[src/rtl/lumini_semafor.sv]
// lumini_semafor -- traffic-light phase driver for one intersection.
//
// Takes the phase code chosen by the phase sequencer and runs one full phase:
// an all-red clearance, then green and yellow for the selected vehicle
// approach. For the pedestrian code it runs a steady pedestrian green followed
// by a blinking green instead. When the phase is finished it pulses ready_S
// back to the sequencer. The SERVICE code blinks every vehicle head yellow
// until a different code is presented.
//
// Ports:
//   clk            system clock
//   rst            synchronous, active-high reset
//   clk_div        slow time-base tick (one-clk enable pulse); all phase
//                  lengths are counted in these ticks
//   clk_div_int    blink tick (one-clk enable pulse)
//   stare_semafor  phase code: 000 SUD, 001 EST, 010 VEST, 011 NORD,
//                  100 PIETONI, 111 SERVICE (101/110 invalid)
//   ready_S        one-cycle pulse when the commanded phase has completed
//   semafor_S/E/V/N vehicle heads as {rosu, galben, verde}
//   pietoni        pedestrian head as {rosu, verde}
module lumini_semafor #(
  parameter int T_ROSU    = 2,
  parameter int T_VERDE   = 10,
  parameter int T_GALBEN  = 3,
  parameter int T_PIETONI = 15,
  parameter int CNT_W     = 5
) (
  input  logic       clk,
  input  logic       rst,
  input  logic       clk_div,
  input  logic       clk_div_int,
  input  logic [2:0] stare_semafor,
  output logic       ready_S,
  output logic [2:0] semafor_S,
  output logic [2:0] semafor_E,
  output logic [2:0] semafor_V,
  output logic [2:0] semafor_N,
  output logic [1:0] pietoni
);

  typedef enum logic [2:0] {CLEAR, VERDE, GALBEN, DONE, SERVICE} state_t;

  localparam logic [2:0] COD_SUD     = 3'b000;
  localparam logic [2:0] COD_PIETONI = 3'b100;
  localparam logic [2:0] COD_SERVICE = 3'b111;

  localparam logic [2:0] HEAD_RED    = 3'b100;
  localparam logic [2:0] HEAD_YELLOW = 3'b010;
  localparam logic [2:0] HEAD_GREEN  = 3'b001;

  // Terminal counts: a phase of length T ends on its T-th tick.
  localparam logic [CNT_W-1:0] LAST_ROSU    = CNT_W'(T_ROSU - 1);
  localparam logic [CNT_W-1:0] LAST_VERDE   = CNT_W'(T_VERDE - 1);
  localparam logic [CNT_W-1:0] LAST_GALBEN  = CNT_W'(T_GALBEN - 1);
  localparam logic [CNT_W-1:0] LAST_PIETONI = CNT_W'(T_PIETONI - 1);

  state_t           state, state_n;
  logic [CNT_W-1:0] cnt, cnt_n;
  logic [2:0]       cod, cod_n;
  logic             blink, blink_n;
  logic [CNT_W-1:0] verde_last;

  logic [2:0] s_n, e_n, v_n, n_n, head_sel;
  logic [1:0] pietoni_n;

  // Registers, including the lamp outputs. Lamps are decoded from the next
  // state, so they change on the same edge as the state itself.
  always_ff @(posedge clk) begin
    if (rst) begin
      state     <= CLEAR;
      cnt       <= '0;
      cod       <= COD_SUD;
      blink     <= 1'b0;
      ready_S   <= 1'b0;
      semafor_S <= HEAD_RED;
      semafor_E <= HEAD_RED;
      semafor_V <= HEAD_RED;
      semafor_N <= HEAD_RED;
      pietoni   <= 2'b10;
    end else begin
      state     <= state_n;
      cnt       <= cnt_n;
      cod       <= cod_n;
      blink     <= blink_n;
      ready_S   <= (state_n == DONE);
      semafor_S <= s_n;
      semafor_E <= e_n;
      semafor_V <= v_n;
      semafor_N <= n_n;
      pietoni   <= pietoni_n;
    end
  end

  // Next-state logic. The phase code is only looked at when the clearance
  // expires and while in SERVICE, so a mid-phase change cannot disturb a
  // running phase.
  always_comb begin
    state_n    = state;
    cnt_n      = cnt;
    cod_n      = cod;
    blink_n    = blink;
    verde_last = (cod == COD_PIETONI) ? LAST_PIETONI : LAST_VERDE;

    case (state)
      CLEAR: begin
        if (clk_div) begin
          if (cnt == LAST_ROSU) begin
            cnt_n = '0;
            cod_n = stare_semafor;
            if (stare_semafor == COD_SERVICE) begin
              state_n = SERVICE;
              blink_n = 1'b1;
            end else if (stare_semafor == 3'b101 || stare_semafor == 3'b110) begin
              // Invalid code: hold all-red and start another clearance.
              state_n = CLEAR;
            end else begin
              state_n = VERDE;
            end
          end else begin
            cnt_n = cnt + CNT_W'(1);
          end
        end
      end

      VERDE: begin
        if (clk_div) begin
          if (cnt == verde_last) begin
            state_n = GALBEN;
            cnt_n   = '0;
            blink_n = 1'b1;
          end else begin
            cnt_n = cnt + CNT_W'(1);
          end
        end
      end

      GALBEN: begin
        // Blink and time base are independent; both may act in one cycle.
        if (clk_div_int) begin
          blink_n = ~blink;
        end
        if (clk_div) begin
          if (cnt == LAST_GALBEN) begin
            state_n = DONE;
            cnt_n   = '0;
          end else begin
            cnt_n = cnt + CNT_W'(1);
          end
        end
      end

      DONE: begin
        state_n = CLEAR;
        cnt_n   = '0;
      end

      SERVICE: begin
        if (stare_semafor != COD_SERVICE) begin
          state_n = CLEAR;
          cnt_n   = '0;
          blink_n = 1'b0;
        end else if (clk_div_int) begin
          blink_n = ~blink;
        end
      end

      default: begin
        state_n = CLEAR;
        cnt_n   = '0;
      end
    endcase
  end

  // Lamp decode from the next state, code and blink bit.
  always_comb begin
    s_n       = HEAD_RED;
    e_n       = HEAD_RED;
    v_n       = HEAD_RED;
    n_n       = HEAD_RED;
    pietoni_n = 2'b10;
    head_sel  = (state_n == VERDE) ? HEAD_GREEN : HEAD_YELLOW;

    case (state_n)
      VERDE, GALBEN: begin
        if (cod_n == COD_PIETONI) begin
          pietoni_n = (state_n == VERDE) ? 2'b01 : {1'b0, blink_n};
        end else begin
          case (cod_n[1:0])
            2'd0:    s_n = head_sel;
            2'd1:    e_n = head_sel;
            2'd2:    v_n = head_sel;
            default: n_n = head_sel;
          endcase
        end
      end

      SERVICE: begin
        s_n       = {1'b0, blink_n, 1'b0};
        e_n       = {1'b0, blink_n, 1'b0};
        v_n       = {1'b0, blink_n, 1'b0};
        n_n       = {1'b0, blink_n, 1'b0};
        pietoni_n = 2'b00;
      end

      default: ;
    endcase
  end

endmodule

[config.mk]
export PLATFORM = sky130hd
export DESIGN_NAME = lumini_semafor
export DESIGN_NICKNAME = d
export VERILOG_FILES = /design/src/rtl/lumini_semafor.sv
export SDC_FILE = /design/constraint.sdc
export NUM_CORES = 1
export LEC_CHECK = 0
export CAP_MARGIN = 20
export CORE_MARGIN = 2
export CORE_UTILIZATION = 56
export CTS_CLUSTER_SIZE = 30
export DETAILED_ROUTE_END_ITERATION = 10
export PLACE_DENSITY = 0.84
export SLEW_MARGIN = 20
export SYNTH_ARGS = -nofsm -noshare
export SYNTH_HDL_FRONTEND = slang
export SYNTH_SLANG_ARGS = --single-unit
export TNS_END_PERCENT = 5
[constraint.sdc]
create_clock -name clk -period 3.9 [get_ports clk]
set_clock_uncertainty 0.2 [all_clocks]
set_input_delay 0.78 -clock clk [delete_from_list [all_inputs] [get_ports clk]]
set_output_delay 0.78 -clock clk [all_outputs]
set_load 0.05 [all_outputs]
==> flow_metrics.py, run 1 <==
metrics = {
    "critical_path": {
        "crit_slowest_cell": "clkdlybuf4s50_1",
        "r2r_setup_slack_ns": 1.47,
        "crit_chain": "clkdlybuf4s50_1, nor4b_4, and3_1, mux2i_1, a21oi_1, or2_2",
        "reg2reg_from": "cnt[0]",
        "cpPeakStageDelay_ns": 0.50,
        "worstRegToRegCells": 6,
        "start_kind": "primary input",
        "end_kind": "flop",
        "cp.required_ns": 3.95,
        "crit_arrival_ns": 2.81,
        "setup.worst_path.class": "primary input to flop",
        "worstPathMaxFanout": 8,
        "timing.rr.end": "semafor_V[2]",
    },
    "power": {
        "intPower_mw": 0.363,
        "comb_power_share_pct": 18.3,
        "p_switching_mw": 0.155,
        "seq_power_share_pct": 56.7,
        "ir_worst_vdd_mv": 0.268,
        "p_leak_nw": 0.567,
        "power.density_mw_per_mm2": 316,
        "p_sw_share_pct": 30.0,
        "total_power_mw": 0.518,
        "p_clk_share_pct": 25.0,
    },
    "global_route": {
        "top_usage_layer": "met2",
        "grt_pass1_vias": 1123,
        "overflow": 0,
        "grt_start_max_net_pins": 20,
        "antenna_found_initial": 0,
        "grt_first_pass_wirelength_mm": 4.81,
        "gr-usage-met2_pct": 38.2,
        "met1_usage_pct": 27.7,
        "grt_util_met3_pct": 3.89,
        "grt_use_total_pct": 22.5,
    },
    "synthesis": {
        "synth_top_cell_by_area": "dfxtp_1",
        "ys_ff_latch": 27,
        "postSynth.asyncResetShare_pct": 0,
        "ys_seq_area_share_pct": 38.4,
        "synth_edf_count": 0,
        "synth_flop_cell": "dfxtp_1",
        "synth_cell_types": 49,
        "synthesis.area_per_instance_um2": 8.58,
        "ys_warn_count": 0,
        "syn-num-nets": 174,
        "synth.top_cell.area_share_pct": 38.4,
        "syn_area_mm2": 0.00141,
        "synthCells": 164,
        "synth.area.top_cells": "dfxtp_1 38%, nand2_1 5.1%, a21oi_1 4.3%, nand2b_1 3.6%, ha_1 2.7%",
    },
    "clocking": {
        "tritoncts": "done",
        "cts_setup_buffers": 0,
        "numCtsBuffers": 3,
        "hold_buffers": 0,
        "cts-resized-gates": 0,
        "cts_root_buffer": "clkbuf_4",
        "insertion_delay_ns": 0.34,
        "htree_levels": 1,
        "clockBufferDepth": 2,
        "clock_sinks": 27,
        "clk_pin_slew_ns": 0.16,
    },
    "cells_and_area": {
        "finish.instance_area_mm2": 0.00164,
        "final_nets": 193,
        "drive_gt1_share_pct": 9.34,
        "multi_input_area_um2": 790,
        "diodes": 0,
        "syn2layout_area_growth_pct": 16.6,
        "seqCellArea_um2": 541,
        "fillers": 203,
    },
    "sta": {
        "maxSlewViolCount": 0,
        "max_clock_freq_mhz": 363,
        "finalHoldViolCount": 0,
        "slew_headroom_pct": 54.1,
        "finalSetupTns_ns": 0,
        "finalCritPeriodShare_pct": 70.7,
        "period_needed_ns": 2.76,
        "rsz0062_at_grt": "no",
        "setup_violations": 0,
        "tightest_slew_ns": 0.687,
    },
    "route": {
        "drt_iter0_markers": 31,
        "post_drt_wl_per_cell_um": 13.4,
        "first_pass_iters": 4,
        "routed_wl_mm": 2.84,
        "vias": 1239,
        "route.detailed.drc": 0,
        "drtAntennaViolNets": 0,
        "viasPerCell": 5.84,
    },
    "flow_run": {
        "max_cap_viol_count": 0,
    },
    "status": {
        "outcome": "completed",
    },
    "floorplan": {
        "ios": 22,
        "num_rows": 18,
        "die_h_um": 54.1,
        "fp.dieW_um": 54.1,
        "core_region_area_mm2": 0.00243,
        "start_util_pct": 57.9,
        "dieArea_mm2": 0.00293,
    },
    "placed_design": {
        "hpwl_mm": 2.24,
        "port_buffers": 21,
        "place.gp.congestion": 0.883,
        "dpl_cell_area_mm2": 0.00161,
    },
    "min_path": {
        "hold_class": "flop to flop",
        "holdPathStages": 2,
        "min-delay-start": "cod[2]",
        "min_to": "cod[2]",
    },
}
registers in the layout, indices dropped and copies added (netlist names):
name	count
blink	1
cnt	5
cod	3
pietoni	2
ready_S	1
semafor_E	3
semafor_N	3
semafor_S	3
semafor_V	3
state	3
metal layers:
layer	part of all wire, %	vias up
li1	-	624
met1	46	579
met2	48	30
met3	4.2	6
met4	2.1	0
met5	0	-
worst max-delay path, delay by kind of cell:
| kind | cells | cell delay, ns |
|---|---|---|
| simple gates | 3 | 1.11 |
| mux | 1 | 0.32 |
| buf+inv | 1 | 0.50 |
| compound gates | 1 | 0.10 |
worst max-delay path by stage:
stage	start	endpoint	slack, ns	depth (start not counted)
CTS	clk_div	semafor_V[2]	1.13	6
global route	clk_div	semafor_V[2]	0.98	6
floorplan	clk_div	semafor_V[2]	1.58	6
detailed placement	clk_div	semafor_V[2]	0.76	6
global placement	clk_div	semafor_E[2]	0.89	6
finish	clk_div	semafor_V[2]	1.14	6
cells in the mapped netlist (all sizes together), types with 4 or more instances:
library cell  count
nor3              7
nand2            19
a21oi            12
o21ai             9
dfxtp            27
nand3             5
nand2b            8
nor2              9
buf               4
and2              4
inv               9
area by class of cell:
type | count | area share (%)
clock buffer | 3 | 1.37
clock inverter | 1 | 0.457
inverter | 9 | 2.06
multi-input combinational | 121 | 48.1
sequential | 27 | 32.9
tap | 30 | 2.29
timing repair buffer | 21 | 12.8
kinds of logic (layout without fill, tap and decap cells):
| kind of cell | Yosys count | in the layout | share of synthesized area (%) |
|---|---|---|---|
| AND/OR/NAND/NOR | 71 | 71 | 29.3 |
| AO/OA/AOI/OAI | 41 | 41 | 18.8 |
| flip-flops | 27 | 27 | 38.4 |
| buffers and inverters | 16 | 34 | 5.51 |
| multiplexers | 6 | 6 | 5.33 |
| adder cells (fa/ha/maj) | 3 | 3 | 2.67 |
cell usage in the layout (no fill, tap or decap), types with 2 or more instances in the layout:
master,Yosys,routed
o22ai_1,3,3
a21o_1,3,3
and3_1,2,2
mux2_4,2,2
nor3_1,6,6
a21oi_1,12,12
ha_1,3,3
mux2i_1,2,2
or3b_1,2,2
nand3_1,4,4
nor2_1,8,8
clkdlybuf4s50_1,0,21
o21ai_1,3,3
nand2b_1,8,8
and2_1,4,4
dfxtp_1,27,27
nand2_1,19,19
clkbuf_4,0,3
nor2b_1,2,2
or2_2,2,2
nand4_1,3,3
inv_1,9,9
o21ai_0,6,6
a31oi_1,3,3
power groups by stage:
stage / clock network, mW / logic, mW / registers (mW)
2_1_floorplan: 0 / 0.0659 / 0.304
3_3_place_gp: 0 / 0.0917 / 0.299
3_5_place_dp: 0 / 0.0942 / 0.300
4_1_cts: 0.131 / 0.0946 / 0.294
5_1_grt: 0.143 / 0.106 / 0.296
6_report: 0.130 / 0.0947 / 0.294
through the flow:
step | worst slack (ns) | util (%) | cells | hold slack (ns)
detailed placement | 0.764 | 66.3 | 208 | 0.265
global route | 0.978 | 67.5 | 212 | 0.338
finish | 1.14 | 67.5 | 212 | 0.282
global placement | 0.890 | 66.3 | 208 | 0.252
CTS | 1.13 | 67.5 | 212 | 0.286
floorplan | 1.58 | - | 164 | 0.239
Note: power is estimated with default switching activity, not from simulation.
==> run 2, diff against run 1 <==
- CORE_UTILIZATION: 56 -> 52
- PLACE_DENSITY: 0.84 -> 0.79
- clock period: 3.9 -> 2.7 ns (I/O delays scaled with it)
==> run 2 against run 1 <==
Cell area increased by 3.2%. Register-to-register slack got worse by 1.2 ns. Clock-buffer cell count did not move. Highest routed layer unchanged.
==> flow_metrics.py, run 2 (synthesis results as in run 1) <==
metrics = {
    "status": {
        "outcome": "completed",
    },
    "clocking": {
        "cts_setup_buffers": 0,
        "hold_buffers": 0,
        "numCtsBuffers": 3,
        "insertion_delay_ns": 0.33,
        "clk_pin_slew_ns": 0.15,
        "cts_root_buffer": "clkbuf_4",
        "htree_levels": 1,
        "clockBufferDepth": 2,
        "tritoncts": "done",
        "clock_sinks": 27,
        "cts-resized-gates": 0,
    },
    "route": {
        "first_pass_iters": 4,
        "routed_wl_mm": 3.13,
        "route.detailed.drc": 0,
        "post_drt_wl_per_cell_um": 14.3,
        "drtAntennaViolNets": 0,
        "vias": 1294,
        "drt_iter0_markers": 48,
        "viasPerCell": 5.91,
    },
    "cells_and_area": {
        "largest_register": "cnt",
        "syn2layout_area_growth_pct": 20.4,
        "largest_register_ffs": 5,
        "diodes": 0,
        "final_nets": 200,
        "layout_common_cells": "27 x dfxtp_1, 21 x clkdlybuf4s50_1, 19 x nand2_1",
        "utilization_pct": 67.2,
        "final_common_cell": "dfxtp_1",
        "drive_gt1_share_pct": 12.7,
    },
    "critical_path": {
        "crit_chain": "ha_1, nor2b_1, and3_1, mux2i_1, a21oi_1, or2_2",
        "crit_buf_inv": 0,
        "worstPathMaxFanout": 8,
        "setup.worst_path.class": "flop to flop",
        "cp.required_ns": 2.74,
        "r2r_setup_slack_ns": 0.29,
        "timing.rr.end": "semafor_E[2]",
        "crit_slowest_cell": "dfxtp_1",
        "end_kind": "flop",
        "worstRegToRegCells": 6,
        "crit_family": "simple AND/OR/NAND/NOR gates",
        "crit_arrival_ns": 2.45,
        "start_kind": "flop",
        "cpPeakStageDelay_ns": 0.48,
        "reg2reg_from": "cnt[0]",
    },
    "power": {
        "p_leak_nw": 0.602,
        "total_power_mw": 0.760,
        "ir_worst_vdd_mv": 0.305,
        "power.density_mw_per_mm2": 448,
    },
    "sta": {
        "finalHoldViolCount": 0,
        "max_clock_freq_mhz": 416,
        "maxSlewViolCount": 0,
        "slew_headroom_pct": 66.0,
        "finalCritPeriodShare_pct": 89.1,
        "finalSetupTns_ns": 0,
        "rsz0062_at_grt": "no",
        "period_needed_ns": 2.41,
        "hold_slack_ns": 0.278,
        "setup_violations": 0,
        "tightest_slew_ns": 0.509,
    },
    "min_path": {
        "min_to": "cod[2]",
        "min-delay-start": "cod[2]",
        "holdPathStages": 2,
        "hold_class": "flop to flop",
    },
    "global_route": {
        "grt_first_pass_wirelength_mm": 5.30,
        "grt_pass1_vias": 1198,
        "grt_use_total_pct": 21.0,
        "antenna_found_initial": 0,
        "grt_start_max_net_pins": 17,
        "overflow": 0,
    },
    "flow_run": {
        "max_cap_viol_count": 0,
    },
    "floorplan": {
        "start_util_pct": 55.8,
        "num_rows": 18,
        "fp.dieW_um": 56.0,
        "core_region_area_mm2": 0.00252,
        "dieArea_mm2": 0.00314,
        "ios": 22,
        "die_h_um": 56.0,
    },
    "placed_design": {
        "port_buffers": 21,
        "place.gp.congestion": 0.852,
        "hpwl_mm": 2.35,
    },
}
-- run 2: changes by cell type in the layout (fill, tap and decap cells not counted), sizes merged --
cell  change
buf       +7
-- run 2: layout make-up --
type                            instances  area (um2)
Clock inverter                          1        7.51
Inverter                                9        33.8
Fill cell                             220         828
Multi-Input combinational cell        121         790
Tap cell                               30        37.5
Sequential cell                        27         541
Timing Repair Buffer                   28         263
Clock buffer                            3        22.5
-- run 2: power breakdown --
group          switching [mW]  total, mW  internal [mW]
Sequential             0.0141      0.424          0.410
Clock                   0.128      0.185         0.0568
Combinational          0.0849      0.150         0.0654
-- run 2: how the worst max path moves through the flow --
stage	start	to	slack [ns]	cells after the start
2_1_floorplan	clk_div	semafor_V[2]	0.62	6
3_3_place_gp	clk_div	semafor_E[2]	0.10	6
3_5_place_dp	clk_div	semafor_E[2]	0.02	6
4_1_cts	cnt[0]	semafor_E[2]	0.33	6
5_1_grt	cnt[0]	semafor_E[2]	0.18	6
6_report	cnt[0]	semafor_E[2]	0.29	6
-- run 2: tightest hold or removal path: cells and delay by family (launching register included) --
family,cells,cell delay (ns)
DFF,1,0.35
and+or+nand+nor,1,0.06
AOI/OAI and AO/OA,1,0.05
-- run 2: metal layers --
| layer | track usage (%) | part of all wire [%] | wire length [um] |
|---|---|---|---|
| met4 | 7.14 | 2.4 | 76 |
| met5 | 0 | 0 | 0 |
| met3 | 3.26 | 6.2 | 193 |
| met1 | 27.2 | 43 | 1360 |
| met2 | 35.3 | 48 | 1510 |
-- run 2: metrics by stage --
step	cell area, um2	std cells	setup slack (ns)
finish	1690	219	0.295
global route	1690	219	0.178
CTS	1690	219	0.333
detailed placement	1660	215	0.0170
global placement	1660	215	0.104
floorplan	1410	164	0.619
